<file path="config.mk">
export PLATFORM = sky130hd
export DESIGN_NAME = frame_replay_ctrl
export DESIGN_NICKNAME = d
export VERILOG_FILES = /design/src/rtl/frame_replay_ctrl.sv
export SDC_FILE = /design/constraint.sdc
export NUM_CORES = 1
export LEC_CHECK = 0
export CELL_PAD_IN_SITES_DETAIL_PLACEMENT = 1
export CELL_PAD_IN_SITES_GLOBAL_PLACEMENT = 1
export CORE_UTILIZATION = 42
export CTS_BUF_LIST = sky130_fd_sc_hd__clkbuf_4 sky130_fd_sc_hd__clkbuf_8
export CTS_CLUSTER_DIAMETER = 120
export DETAILED_ROUTE_END_ITERATION = 12
export PLACE_DENSITY_LB_ADDON = 0.1
export SETUP_SLACK_MARGIN = 0.05
export SLEW_MARGIN = 20
export SYNTH_ARGS = -nofsm -noshare
export SYNTH_HDL_FRONTEND = slang
export SYNTH_SLANG_ARGS = --single-unit
</file>
<file path="constraint.sdc">
create_clock -name i_clk -period 4.3 [get_ports i_clk]
set_clock_uncertainty 0.1 [all_clocks]
set_input_delay 1.075 -clock i_clk [delete_from_list [all_inputs] [get_ports i_clk]]
set_output_delay 1.075 -clock i_clk [all_outputs]
set_load 0.01 [all_outputs]
</file>
<file path="src/rtl/frame_replay_ctrl.sv">
// ARQ frame-store controller: passes mapper frames to the transmit FIFO, captures them to RAM,
// and replays the stored frame on a bad ACK. Define FRAME_REPLAY_STATS_EN for the replay counter.
module frame_replay_ctrl #(
  parameter int FRAME_BYTES = 4164,
  parameter int ADDR_W      = 13,
  parameter int MAX_RETX    = 3
) (
  input  logic              i_clk,
  input  logic              i_rst_n,
  input  logic [7:0]        i_frame_data,
  input  logic              i_frame_data_valid,
  input  logic              i_frame_data_fas,
  output logic              o_mapper_ready,
  output logic [7:0]        o_frame_data,
  output logic              o_frame_data_valid,
  output logic              o_frame_data_fas,
  input  logic              i_fifo_ready,
  input  logic              i_arq_en,
  input  logic              i_ack_good,
  input  logic              i_ack_bad,
  output logic [ADDR_W-1:0] o_mem_addr,
  output logic              o_mem_wr_en,
  output logic [7:0]        o_mem_wr_data,
  output logic              o_mem_rd_en,
  input  logic [7:0]        i_mem_rd_data,
  output logic              o_busy,
  output logic              o_frame_drop,
  output logic [15:0]       o_retx_total
);

  localparam logic [ADDR_W:0] FRAME_LEN = (ADDR_W+1)'(FRAME_BYTES);
  localparam logic [ADDR_W:0] LAST_IDX  = (ADDR_W+1)'(FRAME_BYTES - 1);
  localparam logic [7:0]      MAX_R     = 8'(MAX_RETX);

  typedef enum logic [1:0] {IDLE, CAPTURE, HOLD, REPLAY} state_t;

  state_t            state;
  logic [ADDR_W:0]   byte_cnt;
  logic [ADDR_W:0]   rd_addr;
  logic              arq_r;
  logic [7:0]        retx_r;
  logic              busy_r;
  logic              drop_r;
  logic              rd_pend_p0;
  logic              rd_fas_p0;
  logic              rd_last_p0;
  logic              vld_p1;
  logic              fas_p1;
  logic              last_p1;
  logic [7:0]        data_p1;

  logic pass_mode;
  logic accept;
  logic idle_fas;
  logic consume;
  logic issue;
  logic hold_bad;

  // Reset gates the ready so every output is quiet while i_rst_n is low.
  assign pass_mode      = (state == IDLE) || (state == CAPTURE);
  assign o_mapper_ready = i_rst_n & pass_mode & i_fifo_ready;
  assign accept         = i_frame_data_valid & o_mapper_ready;
  assign idle_fas       = (state == IDLE) & accept & i_frame_data_fas;
  assign consume        = (state == REPLAY) & vld_p1 & i_fifo_ready;
  assign issue          = (state == REPLAY) & ~rd_pend_p0 & (~vld_p1 | consume) & (rd_addr < FRAME_LEN);
  assign hold_bad       = (state == HOLD) & i_ack_bad & ~i_ack_good;
  assign o_busy         = busy_r;
  assign o_frame_drop   = drop_r;

  always_comb begin
    o_frame_data_valid = 1'b0;
    o_frame_data       = '0;
    o_frame_data_fas   = 1'b0;
    o_mem_addr         = '0;
    o_mem_wr_en        = 1'b0;
    o_mem_wr_data      = '0;
    o_mem_rd_en        = 1'b0;
    case (state)
      IDLE: begin
        if (idle_fas) begin
          o_frame_data_valid = 1'b1;
          o_frame_data       = i_frame_data;
          o_frame_data_fas   = 1'b1;
          o_mem_wr_en        = i_arq_en;
          o_mem_wr_data      = i_frame_data;
        end
      end
      CAPTURE: begin
        if (accept) begin
          o_frame_data_valid = 1'b1;
          o_frame_data       = i_frame_data;
          o_mem_wr_en        = arq_r;
          o_mem_wr_data      = i_frame_data;
          o_mem_addr         = byte_cnt[ADDR_W-1:0];
        end
      end
      REPLAY: begin
        o_frame_data_valid = vld_p1;
        o_frame_data       = vld_p1 ? data_p1 : '0;
        o_frame_data_fas   = vld_p1 & fas_p1;
        o_mem_rd_en        = issue;
        o_mem_addr         = rd_addr[ADDR_W-1:0];
      end
      default: ;
    endcase
  end

  always_ff @(posedge i_clk or negedge i_rst_n) begin
    if (!i_rst_n) begin
      state      <= IDLE;
      byte_cnt   <= '0;
      rd_addr    <= '0;
      arq_r      <= 1'b0;
      retx_r     <= '0;
      busy_r     <= 1'b0;
      drop_r     <= 1'b0;
      rd_pend_p0 <= 1'b0;
      rd_fas_p0  <= 1'b0;
      rd_last_p0 <= 1'b0;
      vld_p1     <= 1'b0;
      fas_p1     <= 1'b0;
      last_p1    <= 1'b0;
    end else begin
      drop_r <= 1'b0;
      case (state)
        IDLE: begin
          if (idle_fas) begin
            byte_cnt <= {{ADDR_W{1'b0}}, 1'b1};
            arq_r    <= i_arq_en;
            state    <= CAPTURE;
          end
        end
        CAPTURE: begin
          if (accept) begin
            if (byte_cnt == LAST_IDX) begin
              byte_cnt <= '0;
              retx_r   <= '0;
              busy_r   <= arq_r;
              state    <= arq_r ? HOLD : IDLE;
            end else begin
              byte_cnt <= byte_cnt + 1'b1;
            end
          end
        end
        HOLD: begin
          if (i_ack_good) begin
            busy_r <= 1'b0;
            state  <= IDLE;
          end else if (i_ack_bad) begin
            if (retx_r < MAX_R) begin
              retx_r  <= retx_r + 1'b1;
              rd_addr <= '0;
              state   <= REPLAY;
            end else begin
              drop_r <= 1'b1;
              busy_r <= 1'b0;
              state  <= IDLE;
            end
          end
        end
        REPLAY: begin
          // stage p0: one RAM read in flight, tagged with its frame position
          rd_pend_p0 <= issue;
          if (issue) begin
            rd_addr    <= rd_addr + 1'b1;
            rd_fas_p0  <= (rd_addr == '0);
            rd_last_p0 <= (rd_addr == LAST_IDX);
          end
          // stage p1: one-byte output register toward the transmit FIFO
          if (rd_pend_p0) begin
            vld_p1  <= 1'b1;
            fas_p1  <= rd_fas_p0;
            last_p1 <= rd_last_p0;
          end else if (consume) begin
            vld_p1 <= 1'b0;
          end
          if (consume && last_p1) state <= HOLD;
        end
        default: state <= IDLE;
      endcase
    end
  end

  always_ff @(posedge i_clk) begin
    if (rd_pend_p0) data_p1 <= i_mem_rd_data;
  end

`ifdef FRAME_REPLAY_STATS_EN
  logic [15:0] retx_total;

  always_ff @(posedge i_clk or negedge i_rst_n) begin
    if (!i_rst_n) begin
      retx_total <= '0;
    end else if (hold_bad && (retx_r < MAX_R) && (retx_total != 16'hFFFF)) begin
      retx_total <= retx_total + 1'b1;
    end
  end

  assign o_retx_total = retx_total;
`else
  logic unused_stats;
  assign unused_stats = hold_bad;
  assign o_retx_total = '0;
`endif

endmodule

</file>
==> flow_metrics.py <==
metrics = {
    "outcome": {
        "outcome": "finished, final reports clean",
    },
    "route": {
        "drtAntennaViolNets": 0,
        "drtIter0Drc": 110,
        "routed_wl_um": 9400,
        "routedWlPerCell_um": 17.6,
        "first_pass_iters": 4,
        "via_count": 3017,
        "viasPerCell": 5.65,
        "drc": 0,
    },
    "clocking": {
        "clk_pin_slew_worst_paths_ps": 100,
        "clk_latency_ps": 310,
        "clk_path_buf_depth": 2,
        "cts_tree": "done",
        "cts_made_buffers": 5,
        "h-tree-depth": 2,
        "cts.root.buffer_cell": "clkbuf_8",
        "post_cts_resized": 0,
        "cts_hold_buf": 0,
        "cts_setup_buffers": 0,
        "clock-sinks": 55,
    },
    "floorplan": {
        "dieArea_um2": 8330,
        "rows": 32,
        "dieHeight_um": 91.3,
        "initial_core_util": 0.433,
        "coreArea_um2": 7730,
        "ios": 76,
        "die_w_um": 91.3,
    },
    "placement": {
        "gp_congestion": 0.806,
        "io_buffers": 59,
        "hpwl_um": 7030,
        "place_area_um2": 3990,
    },
    "synth": {
        "synth_top_family_by_area": "simple AND/OR/NAND/NOR gates",
        "synthFlopType": "dfrtp_1",
        "synth_top_area_share": 0.351,
        "syn_inst": 371,
        "ys_seq_area_frac": 0.423,
        "ys_seq_elements": 55,
        "synth_compound_area_frac": 0.218,
        "muxShareOfSynthArea": 0.0194,
        "yosys_warnings": 0,
        "yosys.area_share.xor_xnor": 0.00785,
        "ys_async_sr_fraction": 0.855,
        "synth-simple-area-share": 0.223,
        "syn_avg_cell_area_um2": 9.02,
        "synthTopCellsByArea": "dfrtp_1 35%, edfxtp_1 7.2%, nand2_1 4.4%",
        "syn-cell-area_um2": 3350,
        "ys_types": 62,
        "synth_top_area_cell": "dfrtp_1",
        "synth_edf_count": 8,
        "yosys.area_share.adder": 0.0336,
    },
    "grt": {
        "grt_pass1_vias": 3058,
        "grt_max_degree": 49,
        "grt_pass1_wl_um": 15700,
        "antenna_found_initial": 0,
        "grt_use_total": 0.237,
        "grt.overflow.total": 0,
    },
    "sta": {
        "fmax_mhz": 243,
        "slew_headroom": 0.572,
        "hold_viol": 0,
        "slew_violations": 0,
        "rsz0062_at_grt": "no",
        "worst_pin_slew_ps": 642,
        "fin_crit_sh": 0.958,
        "setup_viol": 0,
        "tns_ps": 0,
        "period_minus_slack_ps": 4120,
    },
    "power": {
        "p_leak_nw": 1.70,
        "power.density_nw_per_um2": 399,
        "vdd_drop_max_uv": 248,
    },
    "worst_setup_path": {
        "crit_type": "in -> out",
        "cp_data_required_time_ps": 3120,
        "cp.arrival_ps": 2950,
        "end_kind": "output port",
        "critPathMostFrequentCell": "clkdlybuf4s50_1",
        "cpMaxStageDelayCell": "clkdlybuf4s50_1",
        "start_kind": "input pin",
        "cp_max_fo": 9,
        "crit_chain": "clkdlybuf4s50_1, nand2_2, a21oi_2, buf_4, and2_1, a21oi_1, nor2_1, clkdlybuf4s50_1",
        "crit_path_max_incr_delay_ps": 540,
    },
    "cells_and_area": {
        "final_cell_area_um2": 4090,
        "final_common_cell": "clkdlybuf4s50_1",
        "final_cell_mix": "58 x clkdlybuf4s50_1, 47 x dfrtp_1, 38 x nand2_1",
        "antennaDiodeCount": 0,
        "fin_nets": 464,
        "fillers": 934,
        "syn_to_final_growth_pct": 22.0,
        "drive_above_1_share": 0.0903,
    },
    "run": {
        "maxCapViolations": 0,
    },
    "worst_hold_path": {
        "min_path_type": "reg -> reg",
    },
}
-- registers in the layout, summed over array words and instances, names as in the netlist --
signal / count
byte_cnt: 14
rd_last_p0: 1
o_busy: 1
state: 2
rd_pend_p0: 1
retx_r: 8
o_frame_drop: 1
rd_fas_p0: 1
data_p1: 8
arq_r: 1
last_p1: 1
fas_p1: 1
rd_addr: 14
vld_p1: 1
-- cells in the mapped netlist (5+ instances only) --
master,number
a21oi_1,20
a22o_1,10
a31oi_1,9
and2_1,12
and3_1,5
buf_4,17
clkbuf_1,6
dfrtp_1,47
edfxtp_1,8
ha_1,9
inv_1,11
nand2_1,39
nand3_1,16
nand4_1,10
nor2_1,37
nor3_1,5
o21ai_0,15
o21ai_1,11
-- report_power, final --
part           switching (W)  total, W  internal [W]
registers           0.000104  0.000726      0.000622
clock network       0.000171  0.000299      0.000128
logic               0.000372  0.000607      0.000234
-- per-layer routing --
| metal | wire length (um) | part of all wire | vias to the layer above | track usage |
|---|---|---|---|---|
| li1 | - | - | 1448 | - |
| met1 | 4420 | 0.47 | 1515 | 0.323 |
| met2 | 4660 | 0.50 | 46 | 0.404 |
| met3 | 231 | 0.025 | 8 | 0.0285 |
| met4 | 87 | 0.0093 | 0 | 0.0556 |
| met5 | 0 | 0 | - | 0 |
-- critical path: cells and delay by family --
kind	cells	cell delay, ps
simple gates	3	400
buf+inv	3	1240
compound gates	2	220
-- metrics by stage --
| stage | power, W | util | std cells | setup WS, ps | hold slack (ps) |
|---|---|---|---|---|---|
| 2_1_floorplan | 0.00111 | - | 386 | 1010 | 352 |
| 3_3_place_gp | 0.00132 | 0.516 | 526 | 202 | 382 |
| 3_5_place_dp | 0.00134 | 0.516 | 526 | 148 | 394 |
| 4_1_cts | 0.00164 | 0.528 | 534 | 92.9 | 416 |
| 5_1_grt | 0.00174 | 0.529 | 534 | 53.8 | 463 |
| 6_report | 0.00163 | 0.529 | 534 | 179 | 413 |
-- kinds of logic after synthesis --
logic type,count (synthesis)
simple gates,148
compound gates,105
flops,55
buf+inv,44
fa+ha+maj,9
mux,6
xor+xnor,3
other cells,1
-- cell type report --
| class | count | area, um^2 | share of cell area |
|---|---|---|---|
| clock buffers | 7 | 83.8 | 0.0205 |
| clock inverters | 1 | 5.00 | 0.00123 |
| inverters | 14 | 52.6 | 0.0129 |
| multi-input cells | 287 | 1750 | 0.428 |
| flip-flops and latches | 55 | 1420 | 0.347 |
| well taps | 102 | 128 | 0.0312 |
| repair buffers | 68 | 653 | 0.160 |
-- final timing paths --
path / from / end / slack, ps / depth (start not counted)
max: i_frame_data_fas / o_frame_data[7] / 180 / 8
min: rd_last_p0 / rd_last_p0 / 410 / 2
max reg2reg: retx_r[0] / rd_addr[6] / 1800 / 6
min reg2reg: rd_last_p0 / rd_last_p0 / 410 / 2
max in group asynchronous: i_rst_n / byte_cnt[5] / 2830 / 2
min in group asynchronous: i_rst_n / rd_addr[7] / 840 / 2
Power figures use the tool's default switching activity.
==> RTL edit 1 (same settings) <==
Change the parameter `ADDR_W` from 13 to 14.
--- a/src/rtl/frame_replay_ctrl.sv
+++ b/src/rtl/frame_replay_ctrl.sv
@@ -2,7 +2,7 @@
 // and replays the stored frame on a bad ACK. Define FRAME_REPLAY_STATS_EN for the replay counter.
 module frame_replay_ctrl #(
   parameter int FRAME_BYTES = 4164,
-  parameter int ADDR_W      = 13,
+  parameter int ADDR_W      = 14,
   parameter int MAX_RETX    = 3
 ) (
   input  logic              i_clk,
Interface: changed (resized o_mem_addr); port bits go from 76 to 77. No check against the original RTL was run, so the function may have changed too.
==> RTL edit 1 against the original RTL <==
  * Power up 12%
  * Setup slack gained 0.036 ns
  * Wire length shrank 1.1%
  * Sequential share of layout area shrank 0.20 points
  * Cell count down 0.56%
  * Area after synthesis up 0.41%
  * Fmax increased by 0.89%
  * Critical path depth did not move
  * Final area is 4.1% higher
  * Core utilization grew 2.2 points
  * Register-to-register slack got worse by 0.35 ns
  * Global-route usage up 0.37 points
  * Sequential cell count increased by 2
  * Largest cell class unchanged
==> RTL edit 1: results <==
group,metric,value,unit
cells_and_area,drive_gt1_share,9.79,%
worst_setup_path,crit_fanout,9,
route,m1WireLength,4.35,mm
clock_tree,cts_max_path_buffers,2,
logic_synthesis,ys_types,51,
pwr,power.total,1.83,mW
worst_setup_path,cp.arrival,2.91,ns
logic_synthesis,ys.flop_type,"dfrtp_1",
route,drt_iter0_drc,91,
placed_design,preCtsSetupSlack,0.233,ns
status,status,"completed",
global_route,grt_max_degree,51,
pwr,powerComb,608,uW
placed_design,place.gp.congestion,0.775,
route,vias,2967,
route,routed_via_density,5.59,
logic_synthesis,ys_seq_area_share,43.6,%
logic_synthesis,yosys.area_share.adder,3.35,%
worst_setup_path,slowest_stage,"clkdlybuf4s50_1",
logic_synthesis,synth_compound_area_share,18.7,%
cells_and_area,antenna_cells,0,
logic_synthesis,synthXorXnorAreaFrac,2.34,%
placed_design,place_inst,515,
cells_and_area,nNetsFinal,457,
route,antenna_left,0,
clock_tree,cts-buffers-inserted,9,
global_route,grt_pass1_wl,15.7,mm
pwr,p_sw_share,34.9,%
pwr,pwr-share-clk,28.5,%
placed_design,portBuffers,60,
logic_synthesis,synth_mux_area_share,2.31,%
placed_design,placed_area,0.00405,mm2
route,post_drt_wl_per_cell,17.5,um
clock_tree,clock_latency,0.34,ns
clock_tree,path_clk_slew,0.06,ns
route,dr_wl_met2,4.53,mm
logic_synthesis,synth_edf_count,8,
logic_synthesis,synthTopCellsByArea,"dfrtp_1 (36%), edfxtp_1 (7.1%), nand2_1 (3.9%), buf_4 (3.8%), a22o_1 (3.6%)",
pwr,peakVddDrop,0.251,mV
clock_tree,htree_levels,3,
placed_design,hpwl,6.91,mm
logic_synthesis,syn_area_per_cell,9.39,um2
route,detailedRoute.firstPassIterationCount,4,
logic_synthesis,async_flop_share,86.0,%
cells_and_area,reg.largest.list,"byte_cnt (15), rd_addr (15)",
logic_synthesis,synth_common_cells,"dfrtp_1 (49), nand2_1 (35), nor2_1 (31)",
global_route,grt.total_usage,24.1,%
timing,worstMarginPinSlew,0.850,ns
pwr,leakage,1.84,nW
route,highest_layer,"met4",
cells_and_area,fill_cells,908,
==> RTL edit 1: worst paths after layout <==
path / slack, ns / cells past startpoint / endpoint / startpoint
setup / recovery: 0.22 / 8 / o_frame_data[7] / i_fifo_ready
hold / removal: 0.38 / 2 / rd_fas_p0 / rd_fas_p0
setup reg to reg: 1.45 / 7 / rd_addr[10] / retx_r[0]
hold reg to reg: 0.38 / 2 / rd_fas_p0 / rd_fas_p0
max in group asynchronous: 2.84 / 2 / byte_cnt[13] / i_rst_n
min in group asynchronous: 0.82 / 2 / rd_addr[1] / i_rst_n
==> RTL edit 1: cell type report <==
type	count	area (um2)	area share (%)
clock inverter	3	40.0	0.941
sequential	57	1470	34.5
clock buffer	13	166	3.91
timing repair buffer	72	686	16.1
tap	102	128	3.00
inverter	11	41.3	0.971
multi-input combinational	273	1730	40.6
==> RTL edit 1: per-layer routing <==
layer  up-vias  track usage [%]
li1       1403                -
met1      1494             31.7
met2        53             39.9
met3        17             3.94
met4         0             8.73
met5         -                0
==> RTL edit 2 (same flow settings) <==
Without the edit above. Re-encode `state_t` (4 states) as one-hot, 4 bits wide.
--- a/src/rtl/frame_replay_ctrl.sv
+++ b/src/rtl/frame_replay_ctrl.sv
@@ -32,7 +32,7 @@
   localparam logic [ADDR_W:0] LAST_IDX  = (ADDR_W+1)'(FRAME_BYTES - 1);
   localparam logic [7:0]      MAX_R     = 8'(MAX_RETX);
 
-  typedef enum logic [1:0] {IDLE, CAPTURE, HOLD, REPLAY} state_t;
+  typedef enum logic [3:0] {IDLE = 4'b0001, CAPTURE = 4'b0010, HOLD = 4'b0100, REPLAY = 4'b1000} state_t;
 
   state_t            state;
   logic [ADDR_W:0]   byte_cnt;
Formal check against the unedited RTL: same outputs for any inputs over 10 cycles, from zero or initial values and one cycle with i_rst_n low; not proved beyond that.
==> RTL edit 2 against the original RTL <==
  * Fmax fell by 0.13%
  * Final area rose by 4.2%
  * Setup slack got worse by 0.0055 ns
  * Cell count fell by 4.1%
  * Wire length fell by 0.36%
  * Area after synthesis rose by 0.49%
  * Sequential cell count rose by 2
  * Register-to-register slack got worse by 0.36 ns
Power is not compared: it rests on default switching activity, and its combinational part moved more than twofold at a synthesized area within 25%.
==> RTL edit 2: results <==
group,metric,value,unit
route,routed_via_density,5.64,
global_route,first_global_vias,2956,
status,status,"completed",
pwr,peakVddDrop,0.167,mV
cells_and_area,nNetsFinal,433,
logic_synthesis,synth_common_cells,"dfrtp_1 (48), nand2_1 (30), nor2_1 (21)",
clock_tree,cts-buffers-inserted,9,
clock_tree,htree_levels,3,
logic_synthesis,yosys.area.top_type_share,35.7,%
placed_design,place.gp.congestion,0.832,
placed_design,placed_area,0.00401,mm2
global_route,grt_max_degree,51,
logic_synthesis,ys_types,64,
hold_path,hold_depth,2,
clock_tree,clock_latency,0.35,ns
logic_synthesis,synthTopCellsByArea,"dfrtp_1 (36%), edfxtp_1 (7.1%), buf_4 (4.0%), a22o_1 (3.6%), nand2_1 (3.3%)",
logic_synthesis,async_flop_share,86.0,%
worst_setup_path,path_delay_family,"buffers and inverters",
route,post_drt_wl_per_cell,18.3,um
clock_tree,path_clk_slew,0.07,ns
cells_and_area,fill_cells,870,
global_route,grt_pass1_wl,15.7,mm
route,detailedRoute.firstPassIterationCount,5,
cells_and_area,fin_cells,512,
global_route,grt.total_usage,24.4,%
logic_synthesis,ys_seq_area_share,43.6,%
placed_design,place_inst,496,
placed_design,hpwl,6.66,mm
cells_and_area,drive_gt1_share,12.0,%
timing,worstMarginPinSlew,0.849,ns
route,drt_iter0_drc,131,
cells_and_area,reg.largest.list,"byte_cnt (14), rd_addr (14)",
worst_setup_path,cp_slowest_stage_delay,0.52,ns
logic_synthesis,synthCells,343,
worst_setup_path,crit_fanout,17,
RTL edit 2: cell count changes after synthesis, sizes merged, moves of 7 or more:
cell | before | now
nand2 | 40 | 30
a21oi | 22 | 9
o21ai | 27 | 13
a21o | 3 | 10
nand4 | 10 | 3
nor2 | 37 | 21
nor2b | 3 | 10
RTL edit 2: area by class of cell:
class,instances,area (um2),share of cell area [%]
multi-input cells,259,1720,40.4
flip-flops and latches,57,1470,34.5
repair buffers,69,664,15.6
clock buffers,10,138,3.23
well taps,102,128,3.00
clock inverters,6,105,2.47
inverters,9,33.8,0.794
RTL edit 2: worst paths after layout:
path                                   from         endpoint  slack, ns
min in group asynchronous           i_rst_n        retx_r[5]       0.76
max reg2reg                        state[1]      rd_addr[11]       1.44
max in group asynchronous           i_rst_n      byte_cnt[4]       2.88
min                              rd_last_p0       rd_last_p0       0.40
min reg2reg                      rd_last_p0       rd_last_p0       0.40
max                        i_frame_data_fas  o_frame_data[7]       0.17
RTL edit 2: cell families (layout without fill, tap and decap cells):
kind of cell    after synthesis  in the layout  share of synthesized area (%)
buf+inv                      42             94                           7.10
compound gates               81             81                           18.3
mux                           7              7                           2.23
flops                        57             57                           43.6
other cells                   1             16                          0.111
fa+ha+maj                     4              4                           1.49
xor+xnor                      6              6                           1.56
simple gates                145            145                           25.5
RTL edit 2: per-stage QoR:
step	utilization [%]	worst slack, ns
after floorplan	-	0.721
after global placement	51.9	0.194
after detailed placement	51.9	0.144
after CTS	55.0	0.132
after global routing	55.1	0.0706
final	55.1	0.174
RTL edit 2: per-layer routing:
metal	vias to the layer above	track usage, %	wire, um
met1	1463	32.3	4350
li1	1364	-	-
met2	50	39.3	4540
met5	-	0	0
met3	12	4.44	315
met4	0	9.66	167
